[src/rtl/axi_pkg.sv]
// Shared AXI4 definitions for the burst master: response codes, FSM state
// encoding, the 4KB address boundary and the worst-of response merge.
package axi_pkg;

  localparam logic [1:0] AXI_RESP_OKAY   = 2'b00;
  localparam logic [1:0] AXI_RESP_EXOKAY = 2'b01;
  localparam logic [1:0] AXI_RESP_SLVERR = 2'b10;
  localparam logic [1:0] AXI_RESP_DECERR = 2'b11;

  // A burst must not touch bytes at or beyond the next 4KB page.
  localparam int unsigned AXI_4KB = 4096;

  typedef enum logic [2:0] {
    ST_IDLE,
    ST_WR_BURST,
    ST_WR_RESP,
    ST_RD_ADDR,
    ST_RD_DATA,
    ST_DONE
  } state_t;

  // Response codes are ordered by severity, so the worst of two is the max.
  function automatic logic [1:0] resp_merge(input logic [1:0] a, input logic [1:0] b);
    return (a > b) ? a : b;
  endfunction

  // True when a burst starting at page offset 'offs' with len+1 beats of
  // 'beat_bytes' each would run past the end of the 4KB page.
  function automatic logic crosses_4kb(input logic [11:0] offs, input logic [3:0] len,
                                       input int unsigned beat_bytes);
    int unsigned end_byte;
    end_byte = 32'(offs) + (32'(len) + 32'd1) * beat_bytes;
    return end_byte > AXI_4KB;
  endfunction

endpackage

[src/rtl/axi_burst_master.sv]
// AXI4 initiator: turns a client command stream into one INCR burst at a
// time (1-16 full-width beats), passes write/read beats straight through and
// reports a single completion status per burst.
// Optional build macro: AXI_BURST_MASTER_4K_CHECK_EN rejects commands whose
// burst would cross a 4KB page (completed as SLVERR without AXI traffic).
module axi_burst_master
  import axi_pkg::*;
#(
  parameter int AXI_ADDR_WIDTH = 32,
  parameter int AXI_DATA_WIDTH = 64,
  parameter int AXI_ID_WIDTH   = 4,
  parameter int AXI_ID         = 0
) (
  input  logic                      aclk,
  input  logic                      areset,
  // client command
  input  logic                      cmd_valid,
  output logic                      cmd_ready,
  input  logic                      cmd_write,
  input  logic [AXI_ADDR_WIDTH-1:0] cmd_addr,
  input  logic [3:0]                cmd_len,
  // client write beats
  input  logic [AXI_DATA_WIDTH-1:0] wr_data,
  input  logic                      wr_valid,
  output logic                      wr_ready,
  // client read beats
  output logic [AXI_DATA_WIDTH-1:0] rd_data,
  output logic                      rd_last,
  output logic                      rd_valid,
  input  logic                      rd_ready,
  // client completion
  output logic                      done_valid,
  input  logic                      done_ready,
  output logic                      done_write,
  output logic [1:0]                done_resp,
  // AXI write address
  output logic [AXI_ADDR_WIDTH-1:0] awaddr,
  output logic [AXI_ID_WIDTH-1:0]   awid,
  output logic [7:0]                awlen,
  output logic                      awvalid,
  input  logic                      awready,
  // AXI write data
  output logic [AXI_DATA_WIDTH-1:0] wdata,
  output logic                      wlast,
  output logic                      wvalid,
  input  logic                      wready,
  // AXI write response
  input  logic [AXI_ID_WIDTH-1:0]   bid,
  input  logic [1:0]                bresp,
  input  logic                      bvalid,
  output logic                      bready,
  // AXI read address
  output logic [AXI_ADDR_WIDTH-1:0] araddr,
  output logic [AXI_ID_WIDTH-1:0]   arid,
  output logic [7:0]                arlen,
  output logic                      arvalid,
  input  logic                      arready,
  // AXI read data
  input  logic [AXI_ID_WIDTH-1:0]   rid,
  input  logic [AXI_DATA_WIDTH-1:0] rdata,
  input  logic [1:0]                rresp,
  input  logic                      rlast,
  input  logic                      rvalid,
  output logic                      rready
);

  localparam logic [AXI_ID_WIDTH-1:0] ID_C = AXI_ID_WIDTH'(AXI_ID);
`ifdef AXI_BURST_MASTER_4K_CHECK_EN
  localparam int unsigned BEAT_BYTES = AXI_DATA_WIDTH / 8;
`endif

  state_t                      state;
  logic [AXI_ADDR_WIDTH-1:0]   addr_q;
  logic [3:0]                  len_q;
  logic [3:0]                  beat_cnt;
  logic [1:0]                  resp_acc;
  logic                        aw_done;   // AW handshake already taken
  logic                        w_done;    // wlast beat already taken
  logic                        cmd_ready_q;
  logic                        awvalid_q;
  logic                        arvalid_q;
  logic                        bready_q;
  logic                        done_valid_q;
  logic                        done_write_q;
  logic [1:0]                  done_resp_q;

  logic last_beat;
  logic in_wr, in_rd;
  logic cmd_fire, aw_fire, w_fire, b_fire, ar_fire, r_fire, done_fire;
  logic [1:0] beat_resp, resp_next;

  assign last_beat = (beat_cnt == len_q);

  // Beat passthroughs are only open in their burst state and never while
  // reset is asserted, so no handshake can complete on a reset cycle.
  assign in_wr = (state == ST_WR_BURST) && !w_done && !areset;
  assign in_rd = (state == ST_RD_DATA) && !areset;

  assign wvalid   = in_wr && wr_valid;
  assign wr_ready = in_wr && wready;
  assign wdata    = wr_data;
  assign wlast    = last_beat;

  assign rd_valid = in_rd && rvalid;
  assign rready   = in_rd && rd_ready;
  assign rd_data  = rdata;
  assign rd_last  = rlast;

  assign cmd_ready  = cmd_ready_q  && !areset;
  assign awvalid    = awvalid_q    && !areset;
  assign arvalid    = arvalid_q    && !areset;
  assign bready     = bready_q     && !areset;
  assign done_valid = done_valid_q && !areset;
  assign done_write = done_write_q;
  assign done_resp  = done_resp_q;

  assign awaddr = addr_q;
  assign awlen  = {4'b0000, len_q};
  assign awid   = ID_C;
  assign araddr = addr_q;
  assign arlen  = {4'b0000, len_q};
  assign arid   = ID_C;

  assign cmd_fire  = cmd_valid && cmd_ready;
  assign aw_fire   = awvalid && awready;
  assign w_fire    = wvalid && wready;
  assign b_fire    = bvalid && bready;
  assign ar_fire   = arvalid && arready;
  assign r_fire    = rvalid && rready;
  assign done_fire = done_valid && done_ready;

  // Severity of the current read beat folded into the running worst-of.
  always_comb begin
    beat_resp = rresp;
    if (rid != ID_C)         beat_resp = resp_merge(beat_resp, AXI_RESP_SLVERR);
    if (rlast != last_beat)  beat_resp = resp_merge(beat_resp, AXI_RESP_SLVERR);
    resp_next = resp_merge(resp_acc, beat_resp);
  end

  // Burst sequencer: one command in flight, registered channel controls.
  always_ff @(posedge aclk) begin
    if (areset) begin
      state        <= ST_IDLE;
      addr_q       <= '0;
      len_q        <= '0;
      beat_cnt     <= '0;
      resp_acc     <= AXI_RESP_OKAY;
      aw_done      <= 1'b0;
      w_done       <= 1'b0;
      cmd_ready_q  <= 1'b0;
      awvalid_q    <= 1'b0;
      arvalid_q    <= 1'b0;
      bready_q     <= 1'b0;
      done_valid_q <= 1'b0;
      done_write_q <= 1'b0;
      done_resp_q  <= AXI_RESP_OKAY;
    end else begin
      case (state)
        ST_IDLE: begin
          cmd_ready_q <= 1'b1;
          if (cmd_fire) begin
            cmd_ready_q <= 1'b0;
            addr_q      <= cmd_addr;
            len_q       <= cmd_len;
            beat_cnt    <= '0;
            resp_acc    <= AXI_RESP_OKAY;
            aw_done     <= 1'b0;
            w_done      <= 1'b0;
`ifdef AXI_BURST_MASTER_4K_CHECK_EN
            if (crosses_4kb(cmd_addr[11:0], cmd_len, BEAT_BYTES)) begin
              // Accepted but never issued: straight to an error completion.
              state        <= ST_DONE;
              done_valid_q <= 1'b1;
              done_write_q <= cmd_write;
              done_resp_q  <= AXI_RESP_SLVERR;
            end else
`endif
            if (cmd_write) begin
              state     <= ST_WR_BURST;
              awvalid_q <= 1'b1;
            end else begin
              state     <= ST_RD_ADDR;
              arvalid_q <= 1'b1;
            end
          end
        end

        ST_WR_BURST: begin
          if (aw_fire) begin
            awvalid_q <= 1'b0;
            aw_done   <= 1'b1;
          end
          if (w_fire) begin
            if (last_beat) w_done <= 1'b1;
            else           beat_cnt <= beat_cnt + 4'd1;
          end
          // AW and the wlast beat may finish in either order or together.
          if ((aw_done || aw_fire) && (w_done || (w_fire && last_beat))) begin
            state    <= ST_WR_RESP;
            bready_q <= 1'b1;
          end
        end

        ST_WR_RESP: begin
          if (b_fire) begin
            bready_q     <= 1'b0;
            done_valid_q <= 1'b1;
            done_write_q <= 1'b1;
            done_resp_q  <= (bid != ID_C) ? AXI_RESP_SLVERR : bresp;
            state        <= ST_DONE;
          end
        end

        ST_RD_ADDR: begin
          if (ar_fire) begin
            arvalid_q <= 1'b0;
            state     <= ST_RD_DATA;
          end
        end

        ST_RD_DATA: begin
          if (r_fire) begin
            resp_acc <= resp_next;
            // Terminate on count so a slave that never sends rlast cannot hang us.
            if (last_beat) begin
              done_valid_q <= 1'b1;
              done_write_q <= 1'b0;
              done_resp_q  <= resp_next;
              state        <= ST_DONE;
            end else begin
              beat_cnt <= beat_cnt + 4'd1;
            end
          end
        end

        ST_DONE: begin
          if (done_fire) begin
            done_valid_q <= 1'b0;
            cmd_ready_q  <= 1'b1;
            state        <= ST_IDLE;
          end
        end

        default: state <= ST_IDLE;
      endcase
    end
  end

endmodule

[config.mk]
export PLATFORM = sky130hd
export DESIGN_NAME = axi_burst_master
export DESIGN_NICKNAME = d
export VERILOG_FILES = /design/src/rtl/axi_pkg.sv /design/src/rtl/axi_burst_master.sv
export SDC_FILE = /design/constraint.sdc
export NUM_CORES = 1
export LEC_CHECK = 0
export ABC_AREA = 0
export CORE_AREA = 2 2 162 164
export CTS_CLUSTER_DIAMETER = 100
export DETAILED_ROUTE_END_ITERATION = 8
export DIE_AREA = 0 0 164 166
export SYNTH_ARGS = -nofsm -noshare
export SYNTH_HDL_FRONTEND = slang
export SYNTH_SLANG_ARGS = --single-unit
[constraint.sdc]
create_clock -name aclk -period 5.37 [get_ports aclk]
set_clock_uncertainty 0.05 [all_clocks]
set_input_delay 1.074 -clock aclk [delete_from_list [all_inputs] [get_ports aclk]]
set_output_delay 1.074 -clock aclk [all_outputs]
set_load 0.01 [all_outputs]
==> results.py, run 1 <==
metrics = {
    "critical_path": {
        "worstSetupEndpointType": "primary output",
        "cp.buffers_inverters": 3,
        "critPathKind": "in -> out",
        "max_stage_delay_ns": 0.53,
        "critPathMaxFanout": 32,
        "ff2ff_setup_slack_ns": 2.11,
        "path_delay_family": "buffers and inverters",
        "required_ns": 4.25,
        "critPathLaunchType": "input pin",
        "cp_slowest_cell": "buf_2",
        "worstPathArrival_ns": 2.65,
        "worstPathCellList": "buf_2 -> buf_4 -> nor2b_1 -> clkdlybuf4s50_1",
    },
    "global_routing": {
        "grt_pass1_vias": 2871,
        "grt_overflow": 0,
        "grt_max_degree": 40,
        "met1_usage_pct": 8.66,
        "met3_usage_pct": 2.85,
        "busiest_layer": "met2",
        "met2_usage_pct": 13.4,
        "grtUsageTotal_pct": 8.08,
        "grt_pass1_wl_um": 16600,
        "antenna_found_initial": 0,
    },
    "yosys": {
        "yosysTopAreaCell": "buf_4",
        "avgSynthCellArea_um2": 7.67,
        "synth_cells": 497,
        "synth_cell_types": 45,
        "ys_warn_count": 0,
        "synth_common_cells": "buf_4, nand2_1, dfxtp_1, a21oi_1, nor2_1",
        "synth-main-ff-cell": "dfxtp_1",
        "ys_seq_elements": 55,
        "yosysSeqAreaShare_pct": 28.9,
        "synth.area.top_cells": "buf_4, dfxtp_1, nand2_1",
        "synth_area_um2": 3810,
        "yosys.area.top_type_share_pct": 35.6,
        "synth-edff-count": 0,
        "synth.most_common_cell": "buf_4",
        "async_flop_share_pct": 0,
    },
    "placement": {
        "place_inst": 795,
        "gp_congestion": 0.769,
        "portBuffers": 146,
        "dp_worst_setup_slack_ns": 1.42,
        "hpwlAfterDp_um": 8520,
    },
    "detailed_routing": {
        "drt_iter0_markers": 82,
        "drcViolationCount": 0,
        "wl_um": 11200,
        "drtPass1Iterations": 4,
        "num_vias": 2858,
        "vias_per_cell": 3.56,
        "avgRoutedWirePerCell_um": 14.0,
        "ant_nets": 0,
    },
    "sta": {
        "rsz0062_at_grt": "false",
        "fin_crit_sh_pct": 70.3,
        "slew_headroom_pct": 32.2,
        "tns_ns": 0,
        "finalHoldViolCount": 0,
        "finalMaxSlewViolations": 0,
        "fmax_ghz": 0.265,
        "finalWorstSetupSlack_ns": 1.59,
        "worst_slew_pin_slew_ns": 1.02,
        "fin_crit_ns": 3.78,
        "setup_viol": 0,
    },
    "die": {
        "fp.dieW_um": 164,
        "num_rows": 59,
        "initial_core_util_pct": 14.9,
        "core_area_um2": 25600,
        "io_pins": 419,
        "dieArea_um2": 27200,
        "die_h_um": 166,
    },
    "clock_network": {
        "numCtsBuffers": 5,
        "cts_sinks": 55,
        "clock_path_buffers": 2,
        "cts_hold_buf": 0,
        "cts_resized": 0,
        "clkLatencyLatePin_ns": 0.30,
        "cts_root_buf": "clkbuf_16",
        "cts_setup_buffers": 0,
        "htree_num_levels": 2,
        "clk_pin_slew_ns": 0.07,
        "cts_tree": "yes",
    },
    "power": {
        "combPwrFrac_pct": 37.8,
        "clkPwrFrac_pct": 26.2,
        "p_per_area_nw_per_um2": 321,
        "p_sw_share_pct": 35.2,
        "power.switching_w": 0.000508,
        "p_seq_share_pct": 36.0,
        "leakagePower_nw": 1.53,
        "p_int_w": 0.000934,
        "peakVddDrop_mv": 0.115,
    },
    "final_layout": {
        "diodes": 0,
        "fin_nets": 660,
        "drive_above_1_share_pct": 3.64,
        "area_growth_pct": 17.8,
        "fin_cells": 802,
    },
    "hold_path": {
        "hold_path.class": "reg -> reg",
    },
    "outcome": {
        "status": "finished, final reports clean",
    },
    "flow_run": {
        "drv_cap": 0,
    },
}
-- worst register-to-register path, cell delays in order (launching register included) --
cell and delay (ns):
dfxtp_1 0.35, xor2_1 0.19, nor4_4 0.59, xor2_1 0.13
nor2_1 0.23, nor2b_1 0.25, ha_1 0.28, o22ai_1 0.33
nor2_1 0.07, a311o_1 0.33, a311oi_1 0.21, nor3_1 0.08
-- layer usage --
| layer | vias up | wire length (µm) | share of wire [%] |
|---|---|---|---|
| met1 | 1298 | 4390 | 39 |
| met2 | 148 | 5300 | 47 |
| met4 | 0 | 564 | 5.0 |
| li1 | 1352 | - | - |
| met5 | - | 0 | 0 |
| met3 | 60 | 965 | 8.6 |
-- per-stage QoR --
step                cell area [µm²]  total power [W]  hold WS, ns  utilization (%)
global placement               4330          0.00107        0.405             16.9
finish                         4490          0.00144        0.419             17.5
global route                   4490          0.00155        0.440             17.5
detailed placement             4330          0.00108        0.406             16.9
floorplan                      3870         0.000957        0.379                -
CTS                            4490          0.00148        0.424             17.5
-- layout make-up --
class | instances | area, µm²
clock buffers | 6 | 129
repair buffers | 147 | 1460
well taps | 335 | 419
clock inverters | 1 | 30.0
inverters | 7 | 26.3
flip-flops and latches | 55 | 1100
multi-input cells | 251 | 1320
fillers | 2880 | 21100
-- logic make-up after synthesis --
group / share of synthesized area, %
AOI/OAI and AO/OA: 11.7
xor gates and xnor gates: 1.38
adders and majority gates: 1.31
buffers and inverters: 38.1
DFF: 28.9
muxes: 0.525
other: 0.0983
and+or+nand+nor: 18.0
-- registers in the layout, summed over array words and instances (netlist names) --
signal        cells
araddr           32
arvalid_q         1
aw_done           1
awvalid_q         1
beat_cnt          4
bready_q          1
cmd_ready_q       1
done_resp         2
done_valid_q      1
done_write        1
len_q             4
resp_acc          2
state             3
w_done            1
-- power by group through the flow --
| stage | Sequential [W] | Clock [W] | Combinational (W) |
|---|---|---|---|
| finish | 0.000519 | 0.000378 | 0.000545 |
| global route | 0.000529 | 0.000415 | 0.000601 |
| CTS | 0.000520 | 0.000405 | 0.000552 |
| detailed placement | 0.000529 | 0 | 0.000550 |
| global placement | 0.000529 | 0 | 0.000546 |
| floorplan | 0.000514 | 0 | 0.000443 |
-- worst paths after layout --
check / depth (start not counted) / startpoint / end
setup / recovery: 4 / areset / awvalid
hold reg to reg: 2 / araddr[7] / araddr[7]
setup reg to reg: 11 / len_q[2] / done_resp[0]
hold / removal: 2 / araddr[7] / araddr[7]
-- layout by cell type (no fill, tap or decap), types with 3 or more instances in the layout --
cell / instances
clkbuf_16: 5
nand3_1: 3
conb_1: 16
clkdlybuf4s50_1: 145
and2_1: 3
or3_1: 3
o21ai_0: 9
nand2_1: 87
nor2_1: 22
a21oi_1: 48
dfxtp_1: 55
nor2b_1: 7
o31ai_1: 3
xor2_1: 6
nor3_1: 5
inv_1: 7
ha_1: 4
Power figures use the tool's default switching activity.
==> run 2: changes to the inputs <==
clock period = 3.08 ns   (was 5.37 ns; I/O delays follow)
==> results.py, run 2 (synthesis gave the netlist of run 1 again) <==
metrics = {
    "final_layout": {
        "drive_above_1_share_pct": 6.89,
        "fin_nets": 671,
        "area_growth_pct": 20.2,
        "mostFrequentLayoutCell": "clkdlybuf4s50_1",
        "fin_util_pct": 17.9,
        "final_cell_mix": "clkdlybuf4s50_1, nand2_1, dfxtp_1, a21oi_1, nor2_1",
        "diodes": 0,
        "fillerInstances": 2860,
        "largest_register_ffs": 32,
    },
    "placement": {
        "portBuffers": 146,
        "hpwlAfterDp_um": 9040,
        "gp_congestion": 0.816,
    },
    "global_routing": {
        "antenna_found_initial": 0,
        "grt_max_degree": 33,
        "met1_usage_pct": 9.57,
        "grt_pass1_wl_um": 17200,
        "met2_usage_pct": 13.6,
        "grt_overflow": 0,
        "met3_usage_pct": 2.72,
        "grtUsageTotal_pct": 8.46,
        "busiest_layer": "met2",
        "grt_pass1_vias": 2881,
    },
    "detailed_routing": {
        "drcViolationCount": 0,
        "drt_iter0_markers": 91,
        "vias_per_cell": 3.61,
        "avgRoutedWirePerCell_um": 14.3,
        "ant_nets": 0,
        "num_vias": 2939,
        "drtPass1Iterations": 4,
        "wl_um": 11600,
    },
    "clock_network": {
        "cts_sinks": 55,
        "clk_pin_slew_ns": 0.09,
        "clkLatencyLatePin_ns": 0.31,
        "clock_path_buffers": 2,
        "htree_num_levels": 2,
        "cts_tree": "yes",
        "cts_root_buf": "clkbuf_16",
        "numCtsBuffers": 5,
    },
    "sta": {
        "rsz0062_at_grt": "false",
        "slew_headroom_pct": 61.1,
        "tns_ns": 0,
        "fmax_ghz": 0.341,
        "finalMaxSlewViolations": 0,
        "holdWs_ns": 0.423,
        "finalHoldViolCount": 0,
        "fin_crit_ns": 2.93,
        "worst_slew_pin_slew_ns": 0.578,
        "setup_viol": 0,
        "fin_crit_sh_pct": 95.2,
    },
    "critical_path": {
        "critPathLaunchType": "input pin",
        "critPathMaxFanout": 3,
        "required_ns": 3.23,
        "worstSetupEndpointType": "flop",
        "critPathKind": "in -> reg",
        "worstPathArrival_ns": 3.08,
    },
    "power": {
        "p_total_w": 0.00255,
        "leakagePower_nw": 1.59,
        "p_per_area_nw_per_um2": 556,
        "peakVddDrop_mv": 0.153,
    },
    "hold_path": {
        "hold_path.class": "reg -> reg",
    },
    "flow_run": {
        "drv_cap": 0,
    },
    "die": {
        "initial_core_util_pct": 14.9,
        "num_rows": 59,
        "io_pins": 419,
        "fp.dieW_um": 164,
        "dieArea_um2": 27200,
        "core_area_um2": 25600,
        "die_h_um": 166,
    },
    "outcome": {
        "status": "finished, final reports clean",
    },
}
run 2: cell count changes in the layout (fill, tap and decap cells not counted), sizes merged:
| cell | change |
|---|---|
| clkinv | +1 |
| inv | +1 |
| buf | +11 |
| clkinvlp | +1 |
| clkbuf | -1 |
| bufinv | -1 |
run 2: path summary, 6_finish.rpt:
| kind | cells past startpoint | slack, ns | endpoint | start |
|---|---|---|---|---|
| hold / removal | 2 | 0.42 | araddr[5] | araddr[5] |
| setup reg to reg | 14 | 0.24 | done_resp[0] | len_q[0] |
| hold reg to reg | 2 | 0.42 | araddr[5] | araddr[5] |
| setup / recovery | 10 | 0.15 | done_resp[0] | rid[0] |
run 2: timing repair:
| item | CTS | global route |
|---|---|---|
| setup buffers | 0 | 1 |
| hold buffers | 0 | 0 |
| setup endpoints to repair | 0 | 3 |
| resized for setup | 0 | 3 |
run 2: cell type report:
class,instances,area [µm²],share of cell area (%)
sequential,55,1100,24.1
clock buffer,5,125,2.73
inverter,7,26.3,0.573
tap,335,419,9.15
timing repair buffer,158,1560,34.0
clock inverter,3,23.8,0.519
multi-input combinational,251,1330,29.0
run 2: through the flow:
stage,instances,area [µm²],setup WS [ns]
6_report,814,4580,0.148
5_1_grt,814,4580,0.0176
3_5_place_dp,805,4420,-0.197
3_3_place_gp,805,4420,-0.144
4_1_cts,813,4570,0.131
2_1_floorplan,512,3870,0.256
run 2: metal layers:
metal | up-vias | part of all wire [%]
met2 | 149 | 48
met3 | 62 | 8.6
met4 | 0 | 4.8
met5 | - | 0
li1 | 1378 | -
met1 | 1350 | 39
run 2: critical path: stages:
cell,delay [ns]
clkdlybuf4s50_1,0.42
or4_1,0.52
nor2_2,0.17
nor2b_1,0.19
ha_1,0.26
o22ai_1,0.25
nor2_1,0.07
a311o_1,0.31
a311oi_1,0.21
nor3_1,0.08
run 2: report_power, final:
part,internal [W],leakage (nW),switching [W]
combinational,0.000499,1.07,0.000526
clock,0.000308,0.0717,0.000319
sequential,0.000801,0.446,0.0000977
